**src/rtl/snake_pkg.sv**
```systemverilog
// Shared constants and FSM encoding for the snake game's frame-buffer write path.
package snake_pkg;

  localparam int SCREEN_W = 160;
  localparam int SCREEN_H = 120;
  localparam int FB_DEPTH = 19200;
  localparam int X_W      = 8;
  localparam int Y_W      = 7;
  localparam int ADDR_W   = 15;
  localparam int COLOUR_W = 3;

  typedef enum logic [1:0] {
    IDLE  = 2'd0,
    DRAIN = 2'd1,
    CLEAR = 2'd2
  } fb_state_e;

endpackage

```
**src/rtl/plot_fifo.sv**
```systemverilog
// Small synchronous FIFO buffering accepted plot requests; DEPTH must be a power of two.
module plot_fifo #(
  parameter int DATA_W = 18,
  parameter int DEPTH  = 4
) (
  input  logic              clk,
  input  logic              rst,
  input  logic              push,
  input  logic [DATA_W-1:0] wr_data,
  input  logic              pop,
  output logic [DATA_W-1:0] rd_data,
  output logic              full,
  output logic              empty
);
  import snake_pkg::*;

  localparam int PTR_W = (DEPTH > 1) ? $clog2(DEPTH) : 1;
  localparam int CNT_W = PTR_W + 1;

  logic [DATA_W-1:0] mem_q [DEPTH];
  logic [PTR_W-1:0]  wr_ptr_q, wr_ptr_d;
  logic [PTR_W-1:0]  rd_ptr_q, rd_ptr_d;
  logic [CNT_W-1:0]  count_q, count_d;
  logic              do_push, do_pop;

  assign full    = (count_q == CNT_W'(DEPTH));
  assign empty   = (count_q == '0);
  assign do_push = push && !full;
  assign do_pop  = pop && !empty;
  assign rd_data = mem_q[rd_ptr_q];

  always_comb begin
    wr_ptr_d = wr_ptr_q;
    rd_ptr_d = rd_ptr_q;
    count_d  = count_q;
    if (do_push) wr_ptr_d = wr_ptr_q + 1'b1;
    if (do_pop)  rd_ptr_d = rd_ptr_q + 1'b1;
    case ({do_push, do_pop})
      2'b10:   count_d = count_q + 1'b1;
      2'b01:   count_d = count_q - 1'b1;
      default: count_d = count_q;
    endcase
  end

  always_ff @(posedge clk or negedge rst) begin
    if (!rst) begin
      wr_ptr_q <= '0;
      rd_ptr_q <= '0;
      count_q  <= '0;
    end else begin
      wr_ptr_q <= wr_ptr_d;
      rd_ptr_q <= rd_ptr_d;
      count_q  <= count_d;
    end
  end

  // Storage carries no reset; only the pointers decide what is valid.
  always_ff @(posedge clk) begin
    if (do_push) mem_q[wr_ptr_q] <= wr_data;
  end

endmodule

```
**src/rtl/plot_fb_writer.sv**
```systemverilog
// Bounds-checks and buffers plot requests, writes them into the frame buffer,
// and runs a full-screen clear sweep once pending plots have drained.
module plot_fb_writer #(
  parameter int WIDTH      = snake_pkg::SCREEN_W,
  parameter int HEIGHT     = snake_pkg::SCREEN_H,
  parameter int FIFO_DEPTH = 4,
  parameter int COLOUR_W   = 3
) (
  input  logic                clk,
  input  logic                rst,
  input  logic                plot_en,
  input  logic [7:0]          plot_x,
  input  logic [6:0]          plot_y,
  input  logic [COLOUR_W-1:0] plot_colour,
  output logic                plot_ready,
  input  logic                clear_req,
  input  logic [COLOUR_W-1:0] clear_colour,
  output logic                clear_busy,
  output logic [14:0]         fb_addr,
  output logic [COLOUR_W-1:0] fb_data,
  output logic                fb_wren,
  output logic [7:0]          drop_cnt
);
  import snake_pkg::*;

  localparam int                FIFO_W   = X_W + Y_W + COLOUR_W;
  localparam logic [X_W:0]      WIDTH_C  = (X_W + 1)'(WIDTH);
  localparam logic [Y_W:0]      HEIGHT_C = (Y_W + 1)'(HEIGHT);
  localparam logic [ADDR_W-1:0] FB_LAST  = ADDR_W'(WIDTH * HEIGHT - 1);

  fb_state_e             state_q, state_d;
  logic [ADDR_W-1:0]     cnt_q, cnt_d;
  logic [COLOUR_W-1:0]   clr_colour_q, clr_colour_d;
  logic                  clear_busy_q, clear_busy_d;
  logic [7:0]            drop_cnt_q, drop_cnt_d;
  logic                  fb_wren_q, fb_wren_d;
  logic [ADDR_W-1:0]     fb_addr_q, fb_addr_d;
  logic [COLOUR_W-1:0]   fb_data_q, fb_data_d;

  logic                  fifo_push, fifo_pop, fifo_full, fifo_empty;
  logic [FIFO_W-1:0]     fifo_wdata, fifo_rdata;
  logic [X_W-1:0]        head_x;
  logic [Y_W-1:0]        head_y;
  logic [COLOUR_W-1:0]   head_colour;
  logic                  in_range, accept;

  // Row-major address; the 160-wide screen uses y*128 + y*32 instead of a multiplier.
  function automatic logic [ADDR_W-1:0] pix_addr(input logic [X_W-1:0] x,
                                                 input logic [Y_W-1:0] y);
    logic [ADDR_W-1:0] xw, yw;
    xw = ADDR_W'(x);
    yw = ADDR_W'(y);
    if (WIDTH == 160) return (yw << 7) + (yw << 5) + xw;
    else              return yw * ADDR_W'(WIDTH) + xw;
  endfunction

  assign in_range   = ({1'b0, plot_x} < WIDTH_C) && ({1'b0, plot_y} < HEIGHT_C);
  assign plot_ready = (state_q == IDLE) && !fifo_full && !clear_busy_q;
  assign accept     = plot_en && plot_ready;
  assign fifo_push  = accept && in_range;
  assign fifo_pop   = (state_q != CLEAR) && !fifo_empty;
  assign fifo_wdata = {plot_x, plot_y, plot_colour};
  assign {head_x, head_y, head_colour} = fifo_rdata;

  plot_fifo #(
    .DATA_W (FIFO_W),
    .DEPTH  (FIFO_DEPTH)
  ) u_fifo (
    .clk     (clk),
    .rst     (rst),
    .push    (fifo_push),
    .wr_data (fifo_wdata),
    .pop     (fifo_pop),
    .rd_data (fifo_rdata),
    .full    (fifo_full),
    .empty   (fifo_empty)
  );

  always_comb begin
    state_d      = state_q;
    cnt_d        = cnt_q;
    clr_colour_d = clr_colour_q;
    clear_busy_d = clear_busy_q;
    drop_cnt_d   = drop_cnt_q;
    fb_wren_d    = 1'b0;
    fb_addr_d    = fb_addr_q;
    fb_data_d    = fb_data_q;

    if (accept && !in_range && (drop_cnt_q != 8'hFF)) drop_cnt_d = drop_cnt_q + 8'd1;

    if (fifo_pop) begin
      fb_wren_d = 1'b1;
      fb_addr_d = pix_addr(head_x, head_y);
      fb_data_d = head_colour;
    end

    case (state_q)
      IDLE: begin
        if (clear_req) begin
          state_d      = DRAIN;
          clr_colour_d = clear_colour;
          clear_busy_d = 1'b1;
        end
      end
      DRAIN: begin
        // Empty here means the final queued plot was already registered out.
        if (fifo_empty) begin
          state_d = CLEAR;
          cnt_d   = '0;
        end
      end
      CLEAR: begin
        fb_wren_d = 1'b1;
        fb_addr_d = cnt_q;
        fb_data_d = clr_colour_q;
        if (cnt_q == FB_LAST) begin
          state_d      = IDLE;
          clear_busy_d = 1'b0;
          cnt_d        = '0;
        end else begin
          cnt_d = cnt_q + 1'b1;
        end
      end
      default: state_d = IDLE;
    endcase
  end

  always_ff @(posedge clk or negedge rst) begin
    if (!rst) begin
      state_q      <= IDLE;
      cnt_q        <= '0;
      clr_colour_q <= '0;
      clear_busy_q <= 1'b0;
      drop_cnt_q   <= '0;
      fb_wren_q    <= 1'b0;
      fb_addr_q    <= '0;
      fb_data_q    <= '0;
    end else begin
      state_q      <= state_d;
      cnt_q        <= cnt_d;
      clr_colour_q <= clr_colour_d;
      clear_busy_q <= clear_busy_d;
      drop_cnt_q   <= drop_cnt_d;
      fb_wren_q    <= fb_wren_d;
      fb_addr_q    <= fb_addr_d;
      fb_data_q    <= fb_data_d;
    end
  end

  assign clear_busy = clear_busy_q;
  assign drop_cnt   = drop_cnt_q;
  assign fb_wren    = fb_wren_q;
  assign fb_addr    = fb_addr_q;
  assign fb_data    = fb_data_q;

endmodule
```
**config.mk**
```make
export PLATFORM = sky130hd
export DESIGN_NAME = plot_fb_writer
export DESIGN_NICKNAME = d
export VERILOG_FILES = /design/src/rtl/snake_pkg.sv /design/src/rtl/plot_fifo.sv /design/src/rtl/plot_fb_writer.sv
export SDC_FILE = /design/constraint.sdc
export NUM_CORES = 1
export LEC_CHECK = 0
export ABC_AREA = 1
export CORE_MARGIN = 5
export CORE_UTILIZATION = 52
export DETAILED_ROUTE_END_ITERATION = 10
export PLACE_DENSITY = 0.76
export SLEW_MARGIN = 25
export SYNTH_ARGS = -nofsm -noshare
export SYNTH_HDL_FRONTEND = slang
export SYNTH_HIERARCHICAL = 1
export SYNTH_SLANG_ARGS = --single-unit
export TNS_END_PERCENT = 1
```
**constraint.sdc**
```tcl
create_clock -name clk -period 2.5 [get_ports clk]
set_input_delay 0.5 -clock clk [delete_from_list [all_inputs] [get_ports clk]]
set_output_delay 0.5 -clock clk [all_outputs]
set_load 0.05 [all_outputs]
```
==> qor.log <==
INFO  detailed_routing routed_wirelength=14100um
INFO  grt            pin_count_of_the_biggest_net_entering_global_routing=35
INFO  synth          mappedNetlistArea=6290um^2
INFO  detailed_routing number_of_routed_nets_with_antenna_violations=0
INFO  cells_and_area syn_to_final_growth=25.4%
INFO  placed_design  place.port_buffers=53
INFO  setup_path     crit_required=2810ps
INFO  sta            hold_viol_final=0
INFO  setup_path     cpMostUsedCell=sky130_fd_sc_hd__nand2_1
INFO  cts            cts_tree=yes
INFO  cells_and_area final_cell_area=7880um^2
INFO  floorplan      dieHeight=120um
INFO  cells_and_area diodes=0
INFO  sta            finalWorstPathRequiredPeriod=2600ps
INFO  setup_path     crit_chain=clkinvlp_4, buf_6, nand2_2, o211ai_1, nand2_1, inv_1, fa_1, inv_2, fa_2, nand2_2, nand2_4, nand3b_1, nand2_1, nand2_1, nand2_1, nand2_1, nand2_1
INFO  sta            slew_violations=0
INFO  sta            timing.final.crit_share=104%
INFO  floorplan      floorplan.core_area=11900um^2
INFO  floorplan      floorplan.rows=40
INFO  setup_path     cp_top_family=adder cells
INFO  sta            setup_repair_after_global_routing_missed_its_margin=yes
INFO  min_path       timing.hold.worst.class=primary input to async pin
INFO  synth          netlist_top_cells_area=sky130_fd_sc_hd__edfxtp_1, sky130_fd_sc_hd__dfrtp_1, sky130_fd_sc_hd__nand2_1
INFO  pwr            cellLeakagePower=3.56nW
INFO  synth          synth_warnings=6
INFO  run            drv_cap=0
INFO  cts            path_clk_slew=60ps
INFO  sta            clock.fmax=385MHz
INFO  floorplan      start_util=52.8%
INFO  pwr            comb_power_share=1.7%
INFO  setup_path     critical_path.n_buffers_inverters=4
INFO  grt            groute.usage.overall=20.8%
INFO  grt            grt.overflow.total=0
INFO  setup_path     biggest_cell_delay_along_the_critical_path=490ps
INFO  pwr            pwr-share-seq=45.7%
INFO  floorplan      io_pins=54
INFO  cells_and_area postLayoutCoreUtil=66.2%
INFO  placed_design  dpl_worst_slack=-85.1ps
INFO  pwr            internal_power=3.84mW
INFO  pwr            p_switching=1.01mW
INFO  synth          synthDominantCellAreaShare=34.4%
INFO  detailed_routing routedWlPerCell=15.5um
INFO  setup_path     setup.worst_path.end_class=register
INFO  cts            root_buffer=sky130_fd_sc_hd__clkbuf_16
INFO  detailed_routing detail_route.vias_per_cell=5.36
INFO  synth          mappedNetlistNets=699
INFO  sta            finClkSkew=7.99ps
INFO  cells_and_area fin_nets=796
INFO  detailed_routing drtIter0Drc=461
INFO  cts            cts_made_buffers=17
INFO  cts            clkSinkCount=127
INFO  grt            initial_antenna_violation_count=0
INFO  cts            cts-htree-levels=4
INFO  run_status     result_of_the_run=finished, violations left
INFO  sta            setup_violations=4
INFO  setup_path     crit_type=register to register
INFO  synth          postSynth.topFlopCell=sky130_fd_sc_hd__edfxtp_1
INFO  synth          post_synth_inst_count=651
INFO  grt            first_global_vias=5011
INFO  placed_design  dpl.hpwl=9900um
INFO  pwr            fraction_of_power_spent_switching_nets=20.8%
INFO  setup_path     timing.critical_path.from_type=register
INFO  grt            wire_length_of_the_first_global_routing_pass=23600um
INFO  synth          syn_area_per_cell=9.66um^2
INFO  run_status     violated_checks=setup timing
INFO  synth          synthArstFlopShare=43.3%
INFO  synth          synth_cell_types=36
INFO  synth          synth.yosys.seq_area_share=56.3%
INFO  detailed_routing firstDrtPassIters=5
INFO  setup_path     timing.critical_path.slowest_stage_cell=sky130_fd_sc_hd__fa_1
INFO  sta            setup_slack=-100ps
INFO  setup_path     critical_path_peak_fanout=7
INFO  cells_and_area final_layout_size_suffix_gt1_share=15.4%
INFO  pwr            ir_worst_vdd=0.670mV
INFO  synth          synth_top_area_cell=sky130_fd_sc_hd__edfxtp_1
INFO  detailed_routing drcViolationCount=0
INFO  placed_design  placedInstanceArea=7170um^2
INFO  placed_design  routabilityCongestion=0.867
INFO  cts            clock_path_buffers=2
INFO  sta            max_slew_margin=64.6%
INFO  synth          synth_edf_count=72
INFO  setup_path     timing.critical_path.arrival=2910ps
INFO  pwr            power.density_cell_area=616nW/um^2
INFO  pwr            clock_power_share=52.6%
INFO  sta            max_slew.worst_pin.slew=529ps
INFO  cts            postCtsHoldBufs=0
INFO  synth          synth-seq-cells=127
INFO  detailed_routing via_count=4863
INFO  cts            clk-insertion-delay-late=420ps
INFO  floorplan      die_width=120um
INFO  floorplan      die_area=14400um^2
power by group through the flow:
stage               registers (mW)  logic [mW]  clock network, mW
floorplan                     2.26     0.00218                  0
detailed placement            2.26      0.0874                  0
finish                        2.22      0.0849               2.55
CTS                           2.22      0.0875               2.58
global route                  2.22      0.0941               2.67
global placement              2.26      0.0840                  0
cell type report:
cell class	count	area [um^2]
clock buffer	17	425
clock inverter	15	184
fill	932	4030
inverter	102	387
multi-input combinational	405	2270
sequential	127	3540
tap	147	184
timing repair buffer	94	888
timing repair inverter	1	7.51
registers in the layout, indices dropped and copies added, names as in the netlist:
signal           count
clear_busy           1
clr_colour_q         3
cnt_q               15
drop_cnt             8
fb_addr             15
fb_data              3
fb_wren              1
state_q              2
u_fifo/count_q       3
u_fifo/mem_q        72
u_fifo/rd_ptr_q      2
u_fifo/wr_ptr_q      2
layer usage:
metal  wire length, um  GRT usage [%]  vias to the layer above
met5                 0              0                        -
met4               302           8.66                        0
met3               565           4.67                       31
met2              7430           36.7                      129
met1              5760           24.2                     2357
li1                  -              -                     2346
synthesized netlist by cell type (3+ instances only):
cell,count
sky130_fd_sc_hd__a21oi_1,6
sky130_fd_sc_hd__buf_2,3
sky130_fd_sc_hd__buf_4,5
sky130_fd_sc_hd__buf_6,9
sky130_fd_sc_hd__dfrtp_1,55
sky130_fd_sc_hd__edfxtp_1,72
sky130_fd_sc_hd__fa_1,3
sky130_fd_sc_hd__ha_1,20
sky130_fd_sc_hd__inv_1,96
sky130_fd_sc_hd__inv_2,5
sky130_fd_sc_hd__mux2_2,3
sky130_fd_sc_hd__nand2_1,191
sky130_fd_sc_hd__nand2_2,5
sky130_fd_sc_hd__nand3_1,42
sky130_fd_sc_hd__nand3b_1,3
sky130_fd_sc_hd__nand4_1,8
sky130_fd_sc_hd__nor2_1,33
sky130_fd_sc_hd__o211ai_1,39
sky130_fd_sc_hd__o21ai_0,16
sky130_fd_sc_hd__o21ai_1,3
sky130_fd_sc_hd__o21ai_2,3
sky130_fd_sc_hd__xnor2_1,6
sky130_fd_sc_hd__xor2_1,5
cell families after synthesis:
family	share of synthesized area, %
AND/OR/NAND/NOR	19.9
AO/OA/AOI/OAI	8.30
multiplexers	0.537
XOR/XNOR	1.53
flip-flops	56.3
adder cells (fa/ha/maj)	4.94
buffers and inverters	8.56
through the flow:
step	total power, mW	setup TNS, ps	instances	hold WS [ps]
6_report	4.86	-217	908	55.7
5_1_grt	4.98	-1400	908	101
4_1_cts	4.88	-42.5	908	73.4
3_5_place_dp	2.35	-105	870	475
3_3_place_gp	2.34	0	870	465
2_1_floorplan	2.26	0	651	204
timing repair:
item                       in CTS  in global routing
setup endpoints to repair       3                  7
pin swaps                       5                  2
gates resized for setup         9                 10
buffers inserted                5                  0
gates cloned                    1                  0
path summary, 6_finish.rpt:
check,start,endpoint,slack [ps],cells past startpoint
hold reg to reg,fb_addr[3]$_DFFE_PN0P_,fb_addr[3]$_DFFE_PN0P_,490,2
max in group asynchronous,rst,u_fifo/rd_ptr_q[0]$_DFFE_PN0P_,1860,2
hold / removal,rst,fb_addr[12]$_DFFE_PN0P_,60,1
setup reg to reg,u_fifo/rd_ptr_q[0]$_DFFE_PN0P_,fb_addr[14]$_DFFE_PN0P_,-100,17
min in group clk,fb_addr[3]$_DFFE_PN0P_,fb_addr[3]$_DFFE_PN0P_,490,2
setup / recovery,u_fifo/rd_ptr_q[0]$_DFFE_PN0P_,fb_addr[14]$_DFFE_PN0P_,-100,17
placed cells by master, fill, tap and decap left out, types with 4 or more instances in the layout:
cell	count
sky130_fd_sc_hd__nand4_1	8
sky130_fd_sc_hd__clkbuf_16	17
sky130_fd_sc_hd__inv_1	94
sky130_fd_sc_hd__xnor2_1	6
sky130_fd_sc_hd__dfrtp_1	54
sky130_fd_sc_hd__ha_1	19
sky130_fd_sc_hd__nand3_2	6
sky130_fd_sc_hd__nand2_4	4
sky130_fd_sc_hd__nor2_1	33
sky130_fd_sc_hd__o211ai_1	39
sky130_fd_sc_hd__nand3_1	38
sky130_fd_sc_hd__a21oi_1	6
sky130_fd_sc_hd__inv_2	6
sky130_fd_sc_hd__buf_4	36
sky130_fd_sc_hd__nand2_2	8
sky130_fd_sc_hd__buf_12	4
sky130_fd_sc_hd__edfxtp_1	72
sky130_fd_sc_hd__o21ai_1	4
sky130_fd_sc_hd__nand2_1	186
sky130_fd_sc_hd__clkdlybuf4s50_1	51
sky130_fd_sc_hd__o21ai_0	15
sky130_fd_sc_hd__xor2_1	5
worst register-to-register path: cells and delay by family (launching register included):
kind                     cells  cell delay [ps]
AO/OA/AOI/OAI                1               80
adder cells (fa/ha/maj)      2              840
buffers and inverters        4              450
flip-flops                   1              420
AND/OR/NAND/NOR             10              690
(Power assumes the default switching activity.)
